`src/rtl/tybec_buf_pkg.sv`:
```
// Shared types and elaboration-time helpers for the stream tap buffer.
// Latency: n/a (types and constant functions only).
// Backpressure: n/a.
package tybec_buf_pkg;

    // RUN accepts input; DRAIN flushes the bank after the last item of a stream.
    typedef enum logic {
        RUN   = 1'b0,
        DRAIN = 1'b1
    } state_t;

    // Largest 8-bit offset among the first ntaps fields of a packed tap list.
    function automatic int max_tap(input int ntaps, input logic [63:0] taps);
        int m;
        m = 0;
        for (int k = 0; k < 8; k++) begin
            if (k < ntaps && int'(taps[8*k +: 8]) > m) begin
                m = int'(taps[8*k +: 8]);
            end
        end
        return m;
    endfunction

    // Ceiling log2 in a loop form that elaborates to a constant.
    function automatic int clog2(input int v);
        int r;
        r = 0;
        for (int i = 0; i < 31; i++) begin
            if ((1 << i) < v) begin
                r = i + 1;
            end
        end
        return r;
    endfunction

endpackage

```
`src/rtl/tybec_shift_bank.sv`:
```
// Data plus valid shift register; entry 0 is the newest.
// Latency: one cycle from shift_en to updated entries.
// Backpressure: none; holds its contents whenever shift_en is low.
// Ports: clk/rst (sync active-low, clears valid bits only), shift_en,
//        shin_dat/shin_vld (value entering entry 0), ent_dat/ent_vld (all entries).
module tybec_shift_bank #(
    parameter int W     = 34,
    parameter int DEPTH = 16
) (
    input  logic                      clk,
    input  logic                      rst,
    input  logic                      shift_en,
    input  logic [W-1:0]              shin_dat,
    input  logic                      shin_vld,
    output logic [DEPTH-1:0][W-1:0]   ent_dat,
    output logic [DEPTH-1:0]          ent_vld
);

    logic [DEPTH-1:0][W-1:0] dat_q, dat_d;
    logic [DEPTH-1:0]        vld_q, vld_d;

    always_comb begin
        dat_d = dat_q;
        vld_d = vld_q;
        if (shift_en) begin
            dat_d = {dat_q[DEPTH-2:0], shin_dat};
            vld_d = {vld_q[DEPTH-2:0], shin_vld};
        end
    end

    // Data entries carry no reset; the valid bits alone say what is live.
    always_ff @(posedge clk) begin
        dat_q <= dat_d;
    end

    always_ff @(posedge clk) begin
        if (!rst) begin
            vld_q <= '0;
        end else begin
            vld_q <= vld_d;
        end
    end

    assign ent_dat = dat_q;
    assign ent_vld = vld_q;

endmodule

```
`src/rtl/tybec_stream_tap_buf.sv`:
```
// Multi-tap stream delay buffer with an optional end-of-stream drain phase.
// Latency: zero cycles; each tap presents its bank entry in the accepting cycle.
// Backpressure: iready is the AND of all oready bits and is held low while draining.
// Ports: clk, rst (sync active-low), ivalid/idata/ilast/iready (input stream),
//        ovalid/oready/odata/olast (one lane per tap), busy (high while draining).
module tybec_stream_tap_buf
    import tybec_buf_pkg::*;
#(
    parameter int                   STREAMW  = 34,
    parameter int                   SIZE     = 16,
    parameter int                   NTAPS    = 2,
    parameter logic [NTAPS*8-1:0]   TAPS     = {8'd16, 8'd4},
    parameter int                   DRAIN_EN = 1
) (
    input  logic                       clk,
    input  logic                       rst,
    input  logic                       ivalid,
    input  logic [STREAMW-1:0]         idata,
    input  logic                       ilast,
    output logic                       iready,
    output logic [NTAPS-1:0]           ovalid,
    input  logic [NTAPS-1:0]           oready,
    output logic [NTAPS*STREAMW-1:0]   odata,
    output logic [NTAPS-1:0]           olast,
    output logic                       busy
);

    localparam int MAXTAP = max_tap(NTAPS, 64'(TAPS));
    localparam int IDXW   = clog2(SIZE);

    state_t                      state_q;
    logic [7:0]                  dcnt_q;
    // Items accepted in the current stream, saturating; lets a tap whose window
    // never filled stay silent while the bank drains.
    logic [7:0]                  cnt_q;

    logic                        all_rdy;
    logic                        draining;
    logic                        fire;
    logic                        shift_en;
    logic [STREAMW-1:0]          shin_dat;
    logic [SIZE-1:0][STREAMW-1:0] ent_dat;
    logic [SIZE-1:0]             ent_vld;
    logic                        unused_bank;

    assign all_rdy  = &oready;
    assign draining = (state_q == DRAIN);
    assign iready   = all_rdy & ~draining;
    assign fire     = ivalid & iready;
    // While draining, zeros with cleared valid bits push the tail out of the bank.
    assign shift_en = fire | (draining & all_rdy);
    assign shin_dat = draining ? '0 : idata;
    assign busy     = draining;

    tybec_shift_bank #(
        .W     (STREAMW),
        .DEPTH (SIZE)
    ) u_bank (
        .clk      (clk),
        .rst      (rst),
        .shift_en (shift_en),
        .shin_dat (shin_dat),
        .shin_vld (~draining),
        .ent_dat  (ent_dat),
        .ent_vld  (ent_vld)
    );

    // Bank bits that no tap reads are folded here so they are visibly intentional.
    assign unused_bank = ^{ent_dat, ent_vld};

    always_ff @(posedge clk) begin
        if (!rst) begin
            state_q <= RUN;
            dcnt_q  <= '0;
            cnt_q   <= '0;
        end else begin
            case (state_q)
                RUN: begin
                    if (fire) begin
                        if (cnt_q != 8'hFF) begin
                            cnt_q <= cnt_q + 8'd1;
                        end
                        if (ilast && DRAIN_EN != 0) begin
                            state_q <= DRAIN;
                            dcnt_q  <= '0;
                        end
                    end
                end
                DRAIN: begin
                    if (all_rdy) begin
                        if (dcnt_q == 8'(MAXTAP - 1)) begin
                            state_q <= RUN;
                            dcnt_q  <= '0;
                            cnt_q   <= '0;
                        end else begin
                            dcnt_q <= dcnt_q + 8'd1;
                        end
                    end
                end
                default: state_q <= RUN;
            endcase
        end
    end

    for (genvar k = 0; k < NTAPS; k++) begin : g_tap
        localparam logic [7:0]      OFF = TAPS[8*k +: 8];
        localparam logic [IDXW-1:0] IDX = IDXW'(OFF - 8'd1);
        logic tap_vld;

        assign tap_vld = ent_vld[IDX];
        assign odata[STREAMW*k +: STREAMW] = ent_dat[IDX];
        assign ovalid[k] = draining ? (tap_vld & all_rdy & (cnt_q >= OFF))
                                    : (tap_vld & fire);
        assign olast[k]  = ovalid[k] & draining & (dcnt_q == OFF - 8'd1);
    end

endmodule
```
`config.mk`:
```
export PLATFORM = sky130hd
export DESIGN_NAME = tybec_stream_tap_buf
export DESIGN_NICKNAME = d
export VERILOG_FILES = /design/src/rtl/tybec_buf_pkg.sv /design/src/rtl/tybec_shift_bank.sv /design/src/rtl/tybec_stream_tap_buf.sv
export SDC_FILE = /design/constraint.sdc
export NUM_CORES = 1
export LEC_CHECK = 0
export ABC_CLOCK_PERIOD_IN_PS = 10320
export CAP_MARGIN = 30
export CORE_MARGIN = 2
export CORE_UTILIZATION = 31
export DETAILED_ROUTE_END_ITERATION = 8
export PLACE_DENSITY = 0.52
export SYNTH_ARGS = -nofsm -noshare
export SYNTH_HDL_FRONTEND = slang
export SYNTH_SLANG_ARGS = --single-unit
```
`constraint.sdc`:
```
create_clock -name clk -period 10.32 [get_ports clk]
set_input_delay 1.032 -clock clk [delete_from_list [all_inputs] [get_ports clk]]
set_output_delay 1.032 -clock clk [all_outputs]
set_load 0.03 [all_outputs]
```
# Word level (Yosys, flattened, before mapping)
# Cells that the tools add are included.
[op_classes] n_addsub=2 magnitude_cmp=2 n_eq_ne=8 mux=17 bitwise_logic=15 n_reduce_logical=3
[ops] operator="8-bit 2-to-1 mux" count=8
[ops] operator="8-bit one-hot mux with 2 select lines" count=2
[ops] operator="8-bit by 1-bit adder with 8-bit output, second input constant" count=2
[ops] operator="1-bit AND" count=13
[ops] operator="8-bit by 2-bit equality test with 1-bit output, second input constant" count=1
[ops] operator="8-bit by 4-bit equality test with 1-bit output, second input constant" count=1
[ops] operator="8-bit by 3-bit >= comparator with 1-bit output, second input constant" count=1
[ops] operator="8-bit by 5-bit >= comparator with 1-bit output, second input constant" count=1
[ops] operator="8-bit != test, second input constant" count=1
[ops] operator="1-bit 2-to-1 mux" count=6
[ops] operator="2-bit != test, second input constant" count=3
[ops] operator="2-bit by 1-bit != test with 1-bit output, second input constant" count=2
[ops] operator="4-bit AND reduction" count=1
[ops] operator="3-bit AND reduction" count=1
[ops] operator="1-bit one-hot mux with 2 select lines" count=1
[ops] operator="2-bit AND reduction" count=1
[ops] operator="1-bit NOT" count=1
[ops] operator="1-bit bitwise OR" count=1
[word_totals] register_bits=577 output_inout_bits=74

# Logic depth before layout (Yosys ltp)
[depth] depth_word=7 depth_mapped=6 mapped_depth_nobuf=5

# Hierarchy
# Synthesis repeated with hierarchy kept, for this count alone.
[hier_totals] cells_unflattened=757 hier_area_um2=18227.5
[modules_own_cells] mod="tybec_shift_bank" n_inst=1 cells_per_inst=595 area_each_um2=16951.3
[modules_own_cells] mod="tybec_stream_tap_buf" n_inst=1 cells_per_inst=162 area_each_um2=1276.2

# Worst setup path after synthesis
# Ideal clock, no wire load.
[synth_timing] path_type="input to register" startpoint="in oready[0]" endpoint="reg u_bank.dat_q (netlist bit u_bank.ent_dat[0]) (enable)" setup_ns=0.674 arrival_time_ns=7.831 slack_ns=1.816 stages=4 path_buffers=2 cell_sequence="buf_2 -> o211ai_4 -> inv_2 -> buf_2"
[synth_via] elab_chain_len=4 word_cells_on_any_way=5 cone_classes="bitwise: 4; reduce/logical: 1"
[synth_rtl] item="start: declaration" line="tybec_stream_tap_buf.sv:22" text="input logic [NTAPS-1:0] oready,"
[synth_rtl] item="2-bit AND reduction *" line="tybec_stream_tap_buf.sv:46" text="assign all_rdy = &oready;"
[synth_rtl] item="1-bit AND" line="tybec_stream_tap_buf.sv:48" text="assign iready = all_rdy & ~draining;"
[synth_rtl] item="1-bit AND" line="tybec_stream_tap_buf.sv:49" text="assign fire = ivalid & iready;"
[synth_rtl] item="1-bit bitwise OR *" line="tybec_stream_tap_buf.sv:51" text="assign shift_en = fire | (draining & all_rdy);"
[synth_rtl] item="net shift_en" line="tybec_stream_tap_buf.sv:40" text="logic shift_en;"
[synth_rtl] item="end signal: assignment" line="tybec_shift_bank.sv:33" text="dat_q <= dat_d;"
[synth_rtl] item="end: declaration" line="tybec_shift_bank.sv:19" text="logic [DEPTH-1:0][W-1:0] dat_q, dat_d;"
# The timed path passes the listed nets; every way through them passes the cells marked *.
# A chain may end at the register's enable or synchronous reset.

# Final worst setup path
[layout_timing] startpoint="in oready[0]" endpoint="out olast[0]"
[layout_via] elab_chain_len=7 word_cells_on_any_way=9 cone_classes="mux: 1; bitwise: 7; reduce/logical: 1"
[layout_rtl] item="2-bit AND reduction *" line="tybec_stream_tap_buf.sv:46"
[layout_rtl] item="1-bit AND" line="tybec_stream_tap_buf.sv:48"
[layout_rtl] item="1-bit AND" line="tybec_stream_tap_buf.sv:49"
[layout_rtl] item="1-bit AND" line="tybec_stream_tap_buf.sv:113" text=": (tap_vld & fire);"
[layout_rtl] item="1-bit 2-to-1 mux *" line="tybec_stream_tap_buf.sv:112" text="assign ovalid[k] = draining ? (tap_vld & all_rdy & (cnt_q >= OFF))"
[layout_rtl] item="1-bit AND * (2 in series)" line="tybec_stream_tap_buf.sv:114" text="assign olast[k] = ovalid[k] & draining & (dcnt_q == OFF - 8'd1);"
[layout_rtl] item="end: declaration" line="tybec_stream_tap_buf.sv:24" text="output logic [NTAPS-1:0] olast,"
# Mark *: on every way between the ends. The rest lies on a longest branch, timed or not.

==> metrics <==
outcome=complete, no violations; CP Cell Sequence=clkdlybuf4s50_1 > o211ai_4 > inv_8 > o311a_1 > and4_1 > clkdlybuf4s50_1; Die Y=250 µm; initial antenna violation count=0; IO Port Bufs=about 110; Slew HR=between 30% and 40%; CTS sink cnt=about 580; HPWL reported at the end of detailed placement=around 12000 µm; core area=0.0600 mm²; post-synthesis async set-or-reset flop share=0%; Pwr Total=between 4 and 5 mW; Critical Setup Path Class=input pin to primary output; most used flip-flop cell after synthesis=edfxtp_1; wl on met1=slightly below 10000 µm; hold path startpoint=u_bank.ent_dat[224]$_DFFE_PP_; first-pass GRT wire length=36500 µm; Hold Path End=u_bank.ent_dat[258]$_DFFE_PP_; routed length on met2=10800 µm; Mapped Cells=~840; Area Growth Syn to Fin=18.7%; final worst-path setup slack=between 5 and 6 ns; period utilization=between 40% and 50%; number of max-cap violations=0; die width=~250 µm; CTS tree=yes; final setup fails=0; #FFs+latches synth=roughly 580; Lkg Pwr=6.99 nW; largest net degree at the start of global routing=between 150 and 200; fmax=roughly 200 MHz; synth cell count leaders=544 x edfxtp_1, 68 x buf_4, 41 x nand2_1; DRC Markers=0; Setup WS pre-CTS=between 5 and 6 ns; CP peak stage delay=~0.70 ns; WL/cell=~13 µm; Post-Syn Area=0.0187 mm²; cell with the most instances after synthesis=edfxtp_1; Hold Path Class=register to register; worst vdd ir=roughly 130 µV; EDFF count, synth=~540; sequential-to-total area share from yosys stat=a little over 90%; Req. time, crit path=9.29 ns; Reg clk slew, reported paths=0.06 ns; fraction of layout cells with a size suffix above 1=10.3%; area leader, netlist=edfxtp_1; root buf cell=clkbuf_16; cts-stage hold buffer count=0; Fin Clk Skew=~0.020 ns; Skew-Pair Late Insertion Delay=0.61 ns; ANT cells=0; initial drt markers=about 500; Core Rows=90; CP startpoint=oready[0]; io pins=between 100 and 150; postcts setup bufs=0; slowest cell on the critical path=clkdlybuf4s50_1; gr usage total=around 7.3%; starting density of the core=a little under a third; cell mode on critical path=clkdlybuf4s50_1; crit path DAT=between 3 and 4 ns; top routing layer used=met4; DIE AREA=0.0623 mm²; Synth top area share=between 80% and 90%; filler instances=5492; TNS Setup=0 ns; Area contributors post-synth=edfxtp_1 87%, dfxtp_1 3.5%, buf_4 2.7%; First-pass DRT Iterations=4; R2R Setup Slk=between 6 and 7 ns; worst-margin pin slew=approximately 0.97 ns; drt total wl=roughly 23000 µm; WP buf/inv=3; CP top delay family=buffers and inverters; crit path capture type=primary output; H-tree depth=2; Worst R2R Path Depth=4; post-route minimum period=4.98 ns; Critical Path Source Type=input pin; Final Hold Fails=0; clock buffer depth=3; GP Congestion=approximately 0.75; vias=just under 7k; synthesis warning total=0; r2r startpoint=busy$_SDFF_PN0_; Syn Area/Cell=approximately 22 µm²; fin nets=roughly 980; Routed Antenna Nets=0; Power Density=approximately 210 mW/mm²; Final Max Tran Viols=0; CP max FO=126; post-DR vias/cell=approximately 3.9; Worst R2R End=u_bank.ent_dat[188]$_DFFE_PP_; vias in the first global route=roughly 7k; CTS resizes=0; Hold Path Stages=0; RSZ-0062 raised after global routing=no; met3 wire len=1450 µm; Synth Net Count=879; Unique masters post-synth=48; Num CTS Buffers=59; grt total ovfl=0
## routing by layer
metal	up-vias	global-route usage, %
met5	-	0
met4	0	4.06
met3	62	2.63
li1	3358	-
met1	3329	8.81
met2	144	11.5
## per-stage QoR
step / area [µm²] / utilization [%] / hold WS [ns] / cells
6_report: 22200 / 37.0 / 0.399 / 1763
5_1_grt: 22200 / 37.0 / 0.400 / 1763
4_1_cts: 22200 / 36.9 / 0.390 / 1762
3_5_place_dp: 20300 / 33.8 / 0.405 / 1655
3_3_place_gp: 20300 / 33.8 / 0.400 / 1654
2_1_floorplan: 18700 / - / 0.400 / 836
## worst reg2reg max path, stage by stage (launching register included)
cell      delay, ns
dfxtp_2        0.61
o211ai_4       0.30
inv_8          0.62
buf_4          0.88
buf_4          0.91
## how the worst max path moves through the flow
stage,slack [ns],to,depth (start not counted)
after floorplan,1.82,u_bank.ent_dat[0]$_SDFFCE_PP0P_,4
after global placement,5.31,olast[0],6
after detailed placement,5.26,olast[0],6
after CTS,5.17,olast[0],5
after global routing,5.15,olast[0],6
final,5.34,olast[0],6
## logic make-up after synthesis
group / share of synthesized area [%]
flops: 91.0
fa+ha+maj: 0.201
compound gates: 1.81
xor+xnor: 0.328
simple gates: 3.44
buf+inv: 3.26
## report_power, final
group          leakage [nW]  internal (mW)  switching [mW]
registers              5.27           2.62          0.0160
clock network         0.911           1.18           0.844
logic                 0.812         0.0341          0.0680
total                  6.99           3.83           0.928
## cell usage in the layout, fill, tap and decap left out, types with 2 or more instances in the layout
cell type	synthesis	final
edfxtp_1	544	544
clkinv_1	0	18
and4_1	2	2
a311oi_1	3	3
nand3_1	7	7
clkinv_4	0	3
clkbuf_16	0	59
and3_1	2	2
clkdlybuf4s50_1	0	113
dfxtp_1	33	32
xnor2_1	7	7
inv_1	4	4
nand2_1	41	41
o21ai_1	2	2
nor2_1	14	14
buf_4	68	3
inv_6	1	4
buf_12	0	2
o32ai_1	2	2
o21ai_0	2	2
ha_1	3	3
nor3_1	3	3
nand4_1	2	2
nor2b_1	34	34
clkinv_2	0	6
o311ai_1	3	3
a21oi_1	19	19
o31ai_1	2	2
nor4_1	2	2
clkbuf_1	5	10
nor3b_1	2	2
bufinv_16	0	5
clkinv_8	0	2
## state kept, by name (all words and copies together), names as in the netlist
name / count
busy: 1
cnt_q: 8
dcnt_q: 8
u_bank.ent_dat: 544
u_bank.ent_vld: 16
## final cells by class
type,count,area [µm²],area share [%]
Clock buffer,69,1510,6.83
Clock inverter,38,353,1.59
Inverter,6,35.0,0.158
Multi-Input combinational cell,172,1080,4.87
Sequential cell,577,17000,76.6
Tap cell,782,978,4.41
Timing Repair Buffer,119,1220,5.51
Power figures use the tool's default switching activity.
